==> config.mk <==
export PLATFORM = sky130hd
export DESIGN_NAME = green_diff_window_ctrl_flat
export DESIGN_NICKNAME = d
export VERILOG_FILES = /design/src/rtl/green_diff_window_ctrl_pkg.sv /design/src/rtl/green_diff_window_ctrl_if.sv /design/src/rtl/green_diff_window_ctrl_abs_diff.sv /design/src/rtl/green_diff_window_ctrl.sv /design/src/flat_wrapper.sv
export SDC_FILE = /design/constraint.sdc
export NUM_CORES = 1
export LEC_CHECK = 0
export CELL_PAD_IN_SITES_DETAIL_PLACEMENT = 1
export CELL_PAD_IN_SITES_GLOBAL_PLACEMENT = 2
export CORE_MARGIN = 5
export CORE_UTILIZATION = 30
export CTS_CLUSTER_DIAMETER = 150
export CTS_CLUSTER_SIZE = 30
export DETAILED_ROUTE_END_ITERATION = 10
export GPL_ROUTABILITY_DRIVEN = 1
export HOLD_SLACK_MARGIN = 0.12
export PLACE_DENSITY_LB_ADDON = 0.15
export SYNTH_ARGS = -nofsm -noshare
export SYNTH_HDL_FRONTEND = slang
export SYNTH_SLANG_ARGS = --single-unit
==> constraint.sdc <==
create_clock -name clk -period 7.8 [get_ports clk]
set_clock_uncertainty 0.05 [all_clocks]
set_input_delay 1.56 -clock clk [delete_from_list [all_inputs] [get_ports clk]]
set_output_delay 1.56 -clock clk [all_outputs]
set_load 0.02 [all_outputs]
==> src/rtl/green_diff_window_ctrl_pkg.sv <==
// Shared CFA definitions for the green-gradient window sequencer.
// FSM encoding, default sample width and a constant clog2 helper.
package green_diff_window_ctrl_pkg;

  localparam int PIXEL_BW_DEF = 14;

  typedef enum logic [1:0] {
    IDLE  = 2'd0,
    ACCUM = 2'd1,
    HOLD  = 2'd2
  } state_e;

  function automatic int clog2(input int v);
    int r;
    int x;
    r = 0;
    x = v - 1;
    while (x > 0) begin
      r++;
      x = x >> 1;
    end
    return r;
  endfunction

endpackage

==> src/rtl/green_diff_window_ctrl_if.sv <==
// Sample-in / result-out handshake bundle for the window sequencer.
// Slave is the sequencer side, master is the producer/consumer side.
interface green_diff_window_ctrl_if
  import green_diff_window_ctrl_pkg::*;
#(
  parameter int PIXEL_BW = PIXEL_BW_DEF,
  parameter int SUM_BW   = 16
);

  logic                in_valid;
  logic                in_ready;
  logic [PIXEL_BW-1:0] green_h;
  logic [PIXEL_BW-1:0] green_v;
  logic                out_valid;
  logic                out_ready;
  logic [SUM_BW-1:0]   diff_sum;
  logic [PIXEL_BW-2:0] max_diff;
  logic                smooth;

  modport master (
    output in_valid, green_h, green_v, out_ready,
    input  in_ready, out_valid, diff_sum, max_diff, smooth
  );

  modport slave (
    input  in_valid, green_h, green_v, out_ready,
    output in_ready, out_valid, diff_sum, max_diff, smooth
  );

endinterface

==> src/rtl/green_diff_window_ctrl_abs_diff.sv <==
// Combinational |a - b|, computed at full width and truncated by one bit.
// An input with its MSB set yields the wrapped result silently.
module green_diff_window_ctrl_abs_diff #(
  parameter int PIXEL_BW = 14
) (
  input  logic [PIXEL_BW-1:0] a,
  input  logic [PIXEL_BW-1:0] b,
  output logic [PIXEL_BW-2:0] d
);

  localparam int DW = PIXEL_BW - 1;

  logic [PIXEL_BW-1:0] diff;

  assign diff = a - b;
  assign d = diff[PIXEL_BW-1] ?
             (~diff[DW-1:0]) + DW'(1) :
             diff[DW-1:0];

endmodule

==> src/rtl/green_diff_window_ctrl.sv <==
// Windowed accumulation of |green_h - green_v| with sum, max and
// smoothness result held under downstream backpressure.
module green_diff_window_ctrl
  import green_diff_window_ctrl_pkg::*;
#(
  parameter int PIXEL_BW = PIXEL_BW_DEF,
  parameter int WIN      = 5,
  parameter int SUM_BW   = 16
) (
  input  logic              clk,
  input  logic              rst_n,
  input  logic              start,
  input  logic              clear,
  input  logic [SUM_BW-1:0] thresh,
  output logic              busy,
  green_diff_window_ctrl_if.slave bus
);

  localparam int DW     = PIXEL_BW - 1;
  localparam int CNT_BW = clog2(WIN + 1);

  if (WIN < 2 || WIN > 64) begin : g_win_chk
    $error("WIN must lie in 2..64");
  end

  if (SUM_BW < DW + clog2(WIN)) begin : g_sum_chk
    $error("SUM_BW too narrow for WIN");
  end

  state_e state_q;
  state_e state_d;

  logic [SUM_BW-1:0] acc_q;
  logic [DW-1:0]     max_q;
  logic [CNT_BW-1:0] cnt_q;
  logic [SUM_BW-1:0] thr_q;
  logic [SUM_BW-1:0] sum_q;
  logic [DW-1:0]     maxo_q;
  logic              smooth_q;

  logic [DW-1:0]     d;
  logic [DW-1:0]     max_nxt;
  logic [SUM_BW-1:0] acc_nxt;
  logic              in_fire;
  logic              last;

  green_diff_window_ctrl_abs_diff #(
    .PIXEL_BW(PIXEL_BW)
  ) u_abs_diff (
    .a(bus.green_h),
    .b(bus.green_v),
    .d(d)
  );

  assign in_fire = (state_q == ACCUM) && bus.in_valid;
  assign last    = cnt_q == CNT_BW'(WIN - 1);
  assign acc_nxt = acc_q + SUM_BW'(d);
  assign max_nxt = (d > max_q) ? d : max_q;

  always_ff @(posedge clk or negedge rst_n) begin
    if (!rst_n) begin
      state_q <= IDLE;
    end else begin
      state_q <= state_d;
    end
  end

  always_comb begin
    state_d = state_q;
    if (clear) begin
      state_d = IDLE;
    end else begin
      unique case (1'b1)
        (state_q == IDLE):
          if (start) state_d = ACCUM;
        (state_q == ACCUM):
          if (in_fire && last) state_d = HOLD;
        (state_q == HOLD):
          if (bus.out_ready) state_d = IDLE;
        default: state_d = IDLE;
      endcase
    end
  end

  always_comb begin
    bus.in_ready  = state_q == ACCUM;
    bus.out_valid = state_q == HOLD;
    busy          = state_q != IDLE;
  end

  // Result registers survive clear; only the running state is dropped.
  always_ff @(posedge clk or negedge rst_n) begin
    if (!rst_n) begin
      acc_q    <= '0;
      max_q    <= '0;
      cnt_q    <= '0;
      thr_q    <= '0;
      sum_q    <= '0;
      maxo_q   <= '0;
      smooth_q <= 1'b0;
    end else if (clear) begin
      acc_q <= '0;
      max_q <= '0;
      cnt_q <= '0;
    end else if (state_q == IDLE && start) begin
      acc_q <= '0;
      max_q <= '0;
      cnt_q <= '0;
      thr_q <= thresh;
    end else if (in_fire) begin
      acc_q <= acc_nxt;
      max_q <= max_nxt;
      cnt_q <= cnt_q + CNT_BW'(1);
      if (last) begin
        sum_q    <= acc_nxt;
        maxo_q   <= max_nxt;
        smooth_q <= acc_nxt < thr_q;
      end
    end
  end

  assign bus.diff_sum = sum_q;
  assign bus.max_diff = maxo_q;
  assign bus.smooth   = smooth_q;

endmodule

==> src/flat_wrapper.sv <==
// flat-port wrapper written by rule: the top's interface ports become plain ports
module green_diff_window_ctrl_flat import green_diff_window_ctrl_pkg::*;
#(
  parameter int PIXEL_BW = PIXEL_BW_DEF,
  parameter int WIN      = 5,
  parameter int SUM_BW   = 16
)
  (clk, rst_n, start, clear, thresh, busy, bus_in_valid, bus_green_h, bus_green_v, bus_out_ready, bus_in_ready, bus_out_valid, bus_diff_sum, bus_max_diff, bus_smooth);
  green_diff_window_ctrl_if #(.PIXEL_BW(PIXEL_BW), .SUM_BW(SUM_BW)) bus_i ();
  input  logic clk;
  input  logic rst_n;
  input  logic start;
  input  logic clear;
  input  logic [SUM_BW-1:0] thresh;
  output logic busy;
  input wire logic [$bits(bus_i.in_valid)-1:0] bus_in_valid;
  input wire logic [$bits(bus_i.green_h)-1:0] bus_green_h;
  input wire logic [$bits(bus_i.green_v)-1:0] bus_green_v;
  input wire logic [$bits(bus_i.out_ready)-1:0] bus_out_ready;
  output wire logic [$bits(bus_i.in_ready)-1:0] bus_in_ready;
  output wire logic [$bits(bus_i.out_valid)-1:0] bus_out_valid;
  output wire logic [$bits(bus_i.diff_sum)-1:0] bus_diff_sum;
  output wire logic [$bits(bus_i.max_diff)-1:0] bus_max_diff;
  output wire logic [$bits(bus_i.smooth)-1:0] bus_smooth;
  assign bus_i.in_valid = bus_in_valid;
  assign bus_i.green_h = bus_green_h;
  assign bus_i.green_v = bus_green_v;
  assign bus_i.out_ready = bus_out_ready;
  assign bus_in_ready = bus_i.in_ready;
  assign bus_out_valid = bus_i.out_valid;
  assign bus_diff_sum = bus_i.diff_sum;
  assign bus_max_diff = bus_i.max_diff;
  assign bus_smooth = bus_i.smooth;
  green_diff_window_ctrl #(.PIXEL_BW(PIXEL_BW), .WIN(WIN), .SUM_BW(SUM_BW)) u_core (.clk(clk), .rst_n(rst_n), .start(start), .clear(clear), .thresh(thresh), .busy(busy), .bus(bus_i));
endmodule
Word-level counts from Yosys, hierarchy flattened
Index checks and enable logic that the tools add are counted.
Word-level totals
  register bits after elaboration: 80
  output and inout port bits: 33
  bits of input ports: 50
Cells by class
  multiplexer cells: 16
  $add $sub $neg: 4
  eq/ne operators: 6
  bitwise gates (word level): 3
  reductions and logical operators: 9
  magnitude comparators: 2
Operators with widths (count)
  2-to-1 mux 13 bit: 5
  2-to-1 mux 16 bit: 3
  adder 16 x 13 -> 16 bit: 1
  less-than comparator 16 bit: 1
  subtractor 14 bit: 1
  adder 13 x 1 -> 13 bit, second input constant: 1
  greater-than comparator 13 bit: 1
  NOT 13 bit: 1
  2-to-1 mux 3 bit: 3
  2-to-1 mux 2 bit: 4
  inequality test 3 bit, second input constant: 2
  one-hot mux 2 bit (3 select lines): 1
  AND reduction 4 bit: 1
  adder 3 x 1 -> 3 bit, second input constant: 1
  == test 3 bit, second input constant: 1
  logical AND 1 bit: 3
  inequality test 3 x 2 -> 1 bit, second input constant: 1
  AND reduction 3 bit: 1
  nonzero test 3 bit: 1
  == test 2 x 1 -> 1 bit, second input constant: 1
  == test 2 bit, second input constant: 1
  zero test 2 bit: 1
  NOT 1 bit: 2
  AND reduction 2 bit: 1
  nonzero test 2 bit: 1

Longest topological paths before layout
Gate-level depths: netlist of the first run.
  depth after elaboration: 9
  depth in mapped cells: 25

Hierarchy
A second synthesis of the first run with hierarchy kept.
Unflattened totals
  cell total of the unflattened synthesis: 621
  area total of the unflattened synthesis: 5576.6 µm²
By module, submodules not included
  green_diff_window_ctrl: times used 1, area an instance 4642.0 µm², cells an instance 495
  green_diff_window_ctrl_abs_diff: times used 1, area an instance 934.6 µm², cells an instance 126

Least setup slack after synthesis of the first run
OpenSTA, ideal clock, no wires.
  path type: input -> register
  from: input port bus_green_v[9]
  to: register u_core.smooth_q (netlist: u_core.bus.smooth)
  slack: 1.680 ns
  arrival: 5.976 ns
  cell stages on the path: 22
  required time: 7.656 ns
  buffers on the path: 1
  path through: inv_1 ha_1 nand2_1 or4b_1 o21a_1 xnor2_1 clkbuf_1 a21oi_1 or2_1 ha_1 o21ai_0 nand2b_1 nand3_1 o21bai_1 a311oi_1 a41oi_1 xnor2_1 ha_1 a21o_1 a211oi_1 a21oi_1 a211oi_1
Between the ends
  cells in the longest elaborated chain, start to end: 6
RTL lines
  from (decl): RTL line flat_wrapper.sv:18  | input wire logic [$bits(bus_i.green_v)-1:0] bus_green_v;
  subtractor 14 bit (*): RTL line green_diff_window_ctrl_abs_diff.sv:15  | assign diff = a - b;
  NOT 13 bit: RTL line green_diff_window_ctrl_abs_diff.sv:17  | (~diff[DW-1:0]) + DW'(1) :
  adder 13 x 1 -> 13 bit: RTL line green_diff_window_ctrl_abs_diff.sv:17
  2-to-1 mux 13 bit (*): RTL line green_diff_window_ctrl_abs_diff.sv:16  | assign d = diff[PIXEL_BW-1] ?
  adder 16 x 13 -> 16 bit (*): RTL line green_diff_window_ctrl.sv:57  | assign acc_nxt = acc_q + SUM_BW'(d);
  named net u_core.acc_nxt[14]: RTL line green_diff_window_ctrl.sv:43  | logic [SUM_BW-1:0] acc_nxt;
  less-than comparator 16 bit (*): RTL line green_diff_window_ctrl.sv:117  | smooth_q <= acc_nxt < thr_q;
  to (signal assigned): RTL line green_diff_window_ctrl.sv:117
  to (decl): RTL line green_diff_window_ctrl.sv:39  | logic smooth_q;
The timed path passes the listed nets; every way through them passes the cells marked *.
A chain may end at the register's enable or synchronous reset.

Worst setup path after layout of the first run
Same ends and word-level chain as after synthesis.

==> results of run 1 <==
[sequential cells by signal, indices dropped and copies added (netlist names)]
name                 cells
u_core.max_q            13
u_core.bus.smooth        1
u_core.state_q           2
u_core.cnt_q             3
u_core.thr_q            16
u_core.bus.max_diff     13
u_core.bus.diff_sum     16
u_core.acc_q            16
[layout by cell type (no fill, tap or decap), types with 8 or more instances in the layout]
cell type         n
inv_1            61
nor2b_1           9
clkdlybuf4s50_1  81
nand2_1          87
nand3_1          15
clkbuf_16         9
nor3_1            8
a21o_1           18
nor2_1           21
a22o_1           12
a21oi_1          29
buf_4             8
o21ai_0          42
xnor2_1          21
dfrtp_1          80
o21ai_1          21
ha_1             58
[routing by layer]
metal	wire length, um	vias to the layer above	part of all wire (%)	track usage [%]
met3	396	13	2.6	2.523
met5	0	-	0	0
met2	7613	67	49	26.38
li1	-	2343	-	-
met4	229	0	1.5	4.151
met1	7252	2300	47	18.68
[kinds of logic after synthesis]
kind of cell / synth area share (%)
AND/OR/NAND/NOR: 15.83
AO/OA/AOI/OAI: 21.22
buffers and inverters: 5.459
flip-flops: 36.40
adder cells (fa/ha/maj): 13.92
XOR/XNOR: 5.187
multiplexers: 1.979
[cell type report]
cell class                      instances  area share [%]
Multi-Input combinational cell        461           46.48
Sequential cell                        80           29.02
Timing Repair Buffer                   89           12.62
Tap cell                              229           4.153
Clock buffer                           12           3.573
Inverter                               62           3.373
Clock inverter                          4          0.7798
[critical path, cell delays in order]
cell             delay (ps)
clkdlybuf4s50_1         450
inv_1                    40
ha_1                    400
nand2_1                 120
or4b_1                  540
o21a_1                  220
xnor2_1                 430
mux2_2                  460
ha_1                    290
a21o_1                  180
a21oi_1                 240
o21ai_1                 120
a21oi_1                 270
o21ai_0                 210
a31oi_1                 240
xnor2_1                 250
ha_1                    330
and3_1                  200
a221oi_1                320
nor3_1                   80
a211oi_1                220
[where the power goes]
group          switching (mW)  total [mW]  internal (mW)
sequential             0.0162       0.459          0.443
combinational           0.399       0.673          0.274
clock                   0.176       0.434          0.258
total                   0.591        1.57          0.975
[path summary, 6_finish.rpt]
kind	from	end	slack [ps]	depth (start not counted)
setup / recovery	bus_green_v[9]	u_core.bus.smooth	810	21
hold / removal	u_core.bus.diff_sum[0]	u_core.bus.diff_sum[0]	420	2
setup reg to reg	u_core.acc_q[0]	u_core.bus.smooth	4230	15
hold reg to reg	u_core.bus.diff_sum[0]	u_core.bus.diff_sum[0]	420	2
max in group asynchronous	rst_n	u_core.acc_q[11]	5550	2
min in group asynchronous	rst_n	u_core.bus.diff_sum[2]	1070	1
==> metrics.yaml, run 1 <==
num-fill-cells: 2110
crit_type: "in -> reg"
totalWireLength_mm: 15.49
final_nets: 813
ios: 83
hp-class: "reg -> reg"
die_area_mm2: 0.02114
worst_skew_pair.late_latency_ps: 340
critPathRequiredTime_ps: 7990
fmax_mhz: 143.1
cts_buffer_depth: 2
fin_total_pwr_mw: 1.567
async_flop_share_pct: 100.0
synth_ff_type: "dfrtp_1"
postPlaceCellArea_mm2: 0.006599
power_density_mw_per_mm2: 227.1
synth_warnings: 0
worstMarginPinSlew_ps: 1141
wl_per_cell_um: 16.53
start_kind: "primary input"
p_leak_nw: 3.187
maxCapViolCount: 0
drc_errors: 0
antennaDiodeCount: 0
grt-ovfl-total: 0
syn_area_mm2: 0.005500
cts_resized: 0
post-synth-top-count-cell: "nand2_1"
grt_max_degree: 57
post_synth.cell_area_avg_um2: 8.857
postLayoutCoreUtil_pct: 38.28
tritoncts: "done"
drv_slew: 0
synth_top_cell_by_area: "dfrtp_1"
rsz0062_at_grt: "no"
pre_cts_slack_ps: 424.4
synth_top_area_share_pct: 36.40
fin_area_mm2: 0.006899
clkSinkCount: 80
min_period_over_period_pct: 89.56
grt_pass1_wl_mm: 26.41
rows: 49
cts_hold_buf: 0
multi_input_area_mm2: 0.003207
drt-vias-per-instance: 5.041
ir_drop_mv: 0.08639
first_pass_iters: 4
cts_setup_buffers: 0
track_usage_pct: 14.89
fin_ws_ps: 814.0
first_global_vias: 5264
synthCells: 621
synth_commonest_cells: "nand2_1, dfrtp_1, inv_1"
yosys_register_bits: 80
cts.root.buffer_cell: "clkbuf_16"
dpl.hpwl_mm: 11.86
portBuffers: 82
status: "finished, final reports clean"
setup_tns_ps: 0
final_antenna_net_count: 0
core_area_mm2: 0.01802
synth_cell_types: 58
synth_edf_count: 0
end_kind: "flop"
die_y_um: 145.4
final_cell_count_no_fill: 937
syn_to_final_growth_pct: 25.43
synth_seq_area_share_pct: 36.40
cts.clk_slew.worst_paths_ps: 60
setup_viol: 0
die_w_um: 145.4
relSlewSlack_pct: 23.91
antenna_found_initial: 0
hold_viol_final: 0
synthTopCellsByArea: "dfrtp_1, ha_1, nand2_1, inv_1, o21ai_0"
hold_ws_ps: 423.4
syn_nets: 731
cp.arrival_ps: 7180
first_iter_violations: 134
layout-drive-gt1-share_pct: 5.226
cp_max_fo: 6
initial_utilization_pct: 30.52
htree_levels: 3
period_minus_slack_ps: 6986
regArea_mm2: 0.002002
vias: 4723
cts-buffers-inserted: 9
gp_congestion: 0.7834
dpl.cell_count: 921
Note: power is estimated with default switching activity, not from simulation.
==> inputs of run 2 (changes only) <==
- CTS_BUF_LIST: default -> sky130_fd_sc_hd__clkbuf_8
==> metrics.yaml, run 2 (same netlist as run 1, synthesis figures left out) <==
setup_tns_ps: 0  # unchanged
status: "finished, final reports clean"
cts_hold_buf: 0  # unchanged
relSlewSlack_pct: 22.34  # -1.6 points
setup_viol: 0  # unchanged
postLayoutCoreUtil_pct: 37.71  # -0.56 points
regToRegEndpoint: "u_core.bus.smooth"
worst_skew_pair.late_latency_ps: 360  # +20 ps
die_area_mm2: 0.02114  # unchanged
initial_utilization_pct: 30.52  # unchanged
final_antenna_net_count: 0  # unchanged
wl_per_cell_um: 16.48  # -0.30%
first_global_vias: 5265  # +0.019%
worstMarginPinSlew_ps: 1165  # +23.59 ps
first_iter_violations: 149  # +11%
syn_to_final_growth_pct: 23.59
crit_type: "in -> reg"
r2r-start: "u_core.acc_q[0]"
p_leak_nw: 3.149  # -1.2%
pre_cts_slack_ps: 424.4  # unchanged
htree_levels: 3  # unchanged
fin_ws_ps: 850.3  # +36.31 ps
fin_area_mm2: 0.006798  # -1.5%
r2r_cells: 15  # unchanged
drt-vias-per-instance: 5.034  # -0.13%
power_density_mw_per_mm2: 213.1  # -6.2%
gp_congestion: 0.7834  # unchanged
cp.arrival_ps: 7160  # -20 ps
fin_total_pwr_mw: 1.449  # -7.5%
period_minus_slack_ps: 6950  # -36.31 ps
core_area_mm2: 0.01802  # unchanged
grt_max_degree: 57  # unchanged
antennaDiodeCount: 0  # unchanged
cts_resized: 0  # unchanged
drc_errors: 0  # unchanged
die_w_um: 145.4  # unchanged
tritoncts: "done"
dpl.cell_count: 921  # unchanged
rsz0062_at_grt: "no"
totalWireLength_mm: 15.45  # -0.30%
crit_start: "bus_green_v[9]"
min_delay_path_depth: 2  # unchanged
vias: 4717  # -0.13%
critPathRequiredTime_ps: 8010  # +20 ps
cts.root.buffer_cell: "clkbuf_8"
final_cell_count_no_fill: 937  # unchanged
cts_setup_buffers: 0  # unchanged
dpl.hpwl_mm: 11.86  # unchanged
cts-buffers-inserted: 9  # unchanged
grt-ovfl-total: 0  # unchanged
postPlaceCellArea_mm2: 0.006599  # unchanged
worst-r2r-setup-slack_ps: 4230  # about the same
hold_ws_ps: 428.8  # +5.398 ps
cts.clk_slew.worst_paths_ps: 80  # +20 ps
die_y_um: 145.4  # unchanged
ios: 83  # unchanged
layout-drive-gt1-share_pct: 5.226  # unchanged
cts_buffer_depth: 2  # unchanged
hold_viol_final: 0  # unchanged
maxCapViolCount: 0  # unchanged
grt_pass1_wl_mm: 26.31  # -0.39%
end_kind: "flop"
fmax_mhz: 143.9  # +0.52%
drv_slew: 0  # unchanged
rows: 49  # unchanged
final_nets: 813  # unchanged
cp_max_fo: 8  # +2
track_usage_pct: 14.78  # -0.11 points
min_period_over_period_pct: 89.10  # -0.47 points
ir_drop_mv: 0.07273  # -16%
hp-class: "reg -> reg"
start_kind: "primary input"
num-fill-cells: 2107  # -0.14%
portBuffers: 82  # unchanged
most-common-layout-cells: "nand2_1, clkdlybuf4s50_1, dfrtp_1"
antenna_found_initial: 0  # unchanged
first_pass_iters: 6  # +2
crit_path_end: "u_core.bus.smooth"
clkSinkCount: 80  # unchanged
final_common_cell: "nand2_1"
[run 2: layout make-up]
cell class                      count  area [um2]  area share (%)
Clock buffer                       10       137.6           2.025
Clock inverter                      6       61.31          0.9019
Inverter                           62       232.7           3.424
Multi-Input combinational cell    461        3207           47.17
Sequential cell                    80        2002           29.45
Tap cell                          229       286.5           4.215
Timing Repair Buffer               89       870.8           12.81
[run 2: layer usage]
layer  up-vias  GRT usage (%)  share of wire [%]
met1      2298          18.64                 47
met3         9          2.585                2.7
li1       2343              -                  -
met2        67          26.34                 49
met4         0          3.451                1.1
met5         -              0                  0
[run 2: where the power goes]
part	total, mW	internal (mW)	leakage, nW	switching (mW)
Sequential	0.459	0.443	1.08	0.0162
Clock	0.319	0.155	0.101	0.164
Combinational	0.670	0.273	1.96	0.397
Total	1.45	0.871	3.15	0.577
[run 2: critical path: stages]
cell	delay [ps]
clkdlybuf4s50_1	450
inv_1	40
ha_1	400
nand2_1	120
or4b_1	540
o21a_1	220
xnor2_1	430
mux2_2	470
ha_1	300
a21o_1	190
a21oi_1	240
o21ai_1	120
a21oi_1	270
o311ai_1	160
o21ai_1	330
xnor2_1	230
ha_1	290
a21o_1	160
a21o_1	170
a211oi_1	230
a21oi_1	70
a211oi_1	180
[run 2: how the worst min path moves through the flow]
stage / start / to / slack [ps]
global placement: u_core.bus.diff_sum[0] / u_core.bus.diff_sum[0] / 410
detailed placement: u_core.bus.diff_sum[0] / u_core.bus.diff_sum[0] / 420
CTS: u_core.bus.diff_sum[0] / u_core.bus.diff_sum[0] / 440
global route: u_core.bus.diff_sum[0] / u_core.bus.diff_sum[0] / 460
floorplan: u_core.state_q[1] / u_core.state_q[0] / 400
finish: u_core.bus.diff_sum[0] / u_core.bus.diff_sum[0] / 430
==> inputs of run 3 (changes only) <==
- CORE_MARGIN: 5 -> 2
==> metrics.yaml, run 3 (same netlist as run 1, synthesis figures left out) <==
postLayoutCoreUtil_pct: 37.83  # +0.11 points
htree_levels: 3  # unchanged
rows: 49  # unchanged
crit_type: "in -> reg"
cpMostUsedCell: "ha_1"
rsz0062_at_grt: "no"
drt-vias-per-instance: 5.028  # -0.13%
setup_tns_ps: 0  # unchanged
totalWireLength_mm: 15.13  # -2.0%
wl_per_cell_um: 16.17  # -1.9%
final_nets: 812  # -0.12%
period_minus_slack_ps: 7021  # +71.55 ps
first_pass_iters: 4  # -2
num-fill-cells: 2132  # +1.2%
track_usage_pct: 16.38  # +1.6 points
tritoncts: "done"
final_common_cell: "nand2_1"
die_y_um: 139.4  # -4.1%
worst_skew_pair.late_latency_ps: 370  # about the same
first_iter_violations: 151  # +1.3%
min_period_over_period_pct: 90.02  # +0.92 points
cp_max_fo: 6  # -2
cts_setup_buffers: 0  # unchanged
clkSinkCount: 80  # unchanged
core_area_mm2: 0.01796  # -0.34%
vias: 4706  # -0.23%
drc_errors: 0  # unchanged
drv_slew: 0  # unchanged
cts_resized: 0  # unchanged
ios: 83  # unchanged
grt_pass1_wl_mm: 25.99  # -1.2%
die_w_um: 139.4  # -4.1%
postPlaceCellArea_mm2: 0.006591  # -0.11%
syn_to_final_growth_pct: 23.54  # about the same
worstMarginPinSlew_ps: 1192  # +27.10 ps
first_global_vias: 5159  # -2.0%
critPathRequiredTime_ps: 8020  # about the same
gp_congestion: 0.8765  # +12%
hold_ws_ps: 429.7  # +0.8790 ps
path_cells: "clkdlybuf4s50_1 -> inv_1 -> ha_1 -> nand2_1 -> or4b_1 -> o21a_1 -> xnor2_1 -> mux2_2 -> ha_1 -> a21o_1 -> a21oi_1 -> o21ai_1 -> a21oi_1 -> o21ai_0 -> a31oi_1 -> xnor2_1 -> ha_1 -> and3_1 -> a221oi_1 -> nor3_1 -> a211oi_1"
slowest_delay_ps: 550  # about the same
end_kind: "flop"
status: "finished, final reports clean"
grt_max_degree: 81  # +42%
cts_buffer_depth: 2  # unchanged
final_antenna_net_count: 0  # unchanged
fin_area_mm2: 0.006795  # about the same
cts-buffers-inserted: 9  # unchanged
portBuffers: 82  # unchanged
relSlewSlack_pct: 20.53  # -1.8 points
initial_utilization_pct: 30.62  # +0.10 points
most-common-layout-cells: "nand2_1, clkdlybuf4s50_1, dfrtp_1"
dpl.hpwl_mm: 11.50  # -3.0%
die_area_mm2: 0.01943  # -8.1%
antenna_found_initial: 0  # unchanged
cp.arrival_ps: 7250  # +90 ps
hp-class: "reg -> reg"
cts.root.buffer_cell: "clkbuf_8"
antennaDiodeCount: 0  # unchanged
maxCapViolCount: 0  # unchanged
cts_hold_buf: 0  # unchanged
start_kind: "primary input"
fmax_mhz: 142.4  # -1.0%
hold_viol_final: 0  # unchanged
cts.clk_slew.worst_paths_ps: 90  # about the same
setup_viol: 0  # unchanged
layout-drive-gt1-share_pct: 5.375  # +0.15 points
slowest_stage: "or4b_1"
ir_drop_mv: 0.1088  # +50%
grt-ovfl-total: 0  # unchanged
power_density_mw_per_mm2: 214.1  # +0.49%
p_leak_nw: 3.149  # about the same
==> run 3: per-layer routing <==
metal / global-route usage, % / wire length [um] / up-vias
met2: 28.59 / 7320 / 70
li1: - / - / 2344
met5: 0 / 0 / -
met1: 21.52 / 7159 / 2278
met4: 4.785 / 210 / 0
met3: 1.652 / 440 / 14
==> run 3: final cells by class <==
| class | count | area [um2] | area share, % |
|---|---|---|---|
| clock buffer | 10 | 137.6 | 2.025 |
| clock inverter | 6 | 66.31 | 0.9759 |
| inverter | 62 | 232.7 | 3.425 |
| multi-input combinational | 461 | 3207 | 47.19 |
| sequential | 80 | 2002 | 29.46 |
| tap | 229 | 286.5 | 4.217 |
| timing repair buffer | 88 | 863.3 | 12.70 |
==> run 3: worst max-delay path, delay by kind of cell <==
| kind | cells | cell delay [ps] |
|---|---|---|
| xor+xnor | 2 | 710 |
| compound gates | 9 | 2030 |
| buf+inv | 2 | 490 |
| simple gates | 4 | 970 |
| fa+ha+maj | 3 | 1030 |
| mux | 1 | 460 |
==> run 3: path summary, 6_finish.rpt <==
check / start / endpoint / slack [ps] / depth (start not counted)
worst max register to register: u_core.acc_q[0] / u_core.bus.smooth / 4150 / 15
min in group asynchronous: rst_n / u_core.bus.diff_sum[7] / 1330 / 1
worst max-delay path: bus_green_v[9] / u_core.bus.smooth / 780 / 21
max in group asynchronous: rst_n / u_core.bus.max_diff[10] / 5710 / 1
worst min register to register: u_core.bus.diff_sum[2] / u_core.bus.diff_sum[2] / 430 / 2
worst min-delay path: u_core.bus.diff_sum[2] / u_core.bus.diff_sum[2] / 430 / 2
==> run 3: report_power, final <==
| part | internal [mW] | total, mW | switching (mW) |
|---|---|---|---|
| Combinational | 0.272 | 0.668 | 0.395 |
| Clock | 0.158 | 0.329 | 0.171 |
| Sequential | 0.443 | 0.458 | 0.0159 |
| Total | 0.873 | 1.46 | 0.582 |
==> run 3: per-stage QoR <==
stage | power, mW | worst slack (ps) | std cells
2_1_floorplan | 0.9319 | 1680 | 621
3_3_place_gp | 1.115 | 531.6 | 920
3_5_place_dp | 1.147 | 314.4 | 920
4_1_cts | 1.481 | 682.6 | 936
5_1_grt | 1.583 | 213.0 | 936
6_report | 1.455 | 778.7 | 936
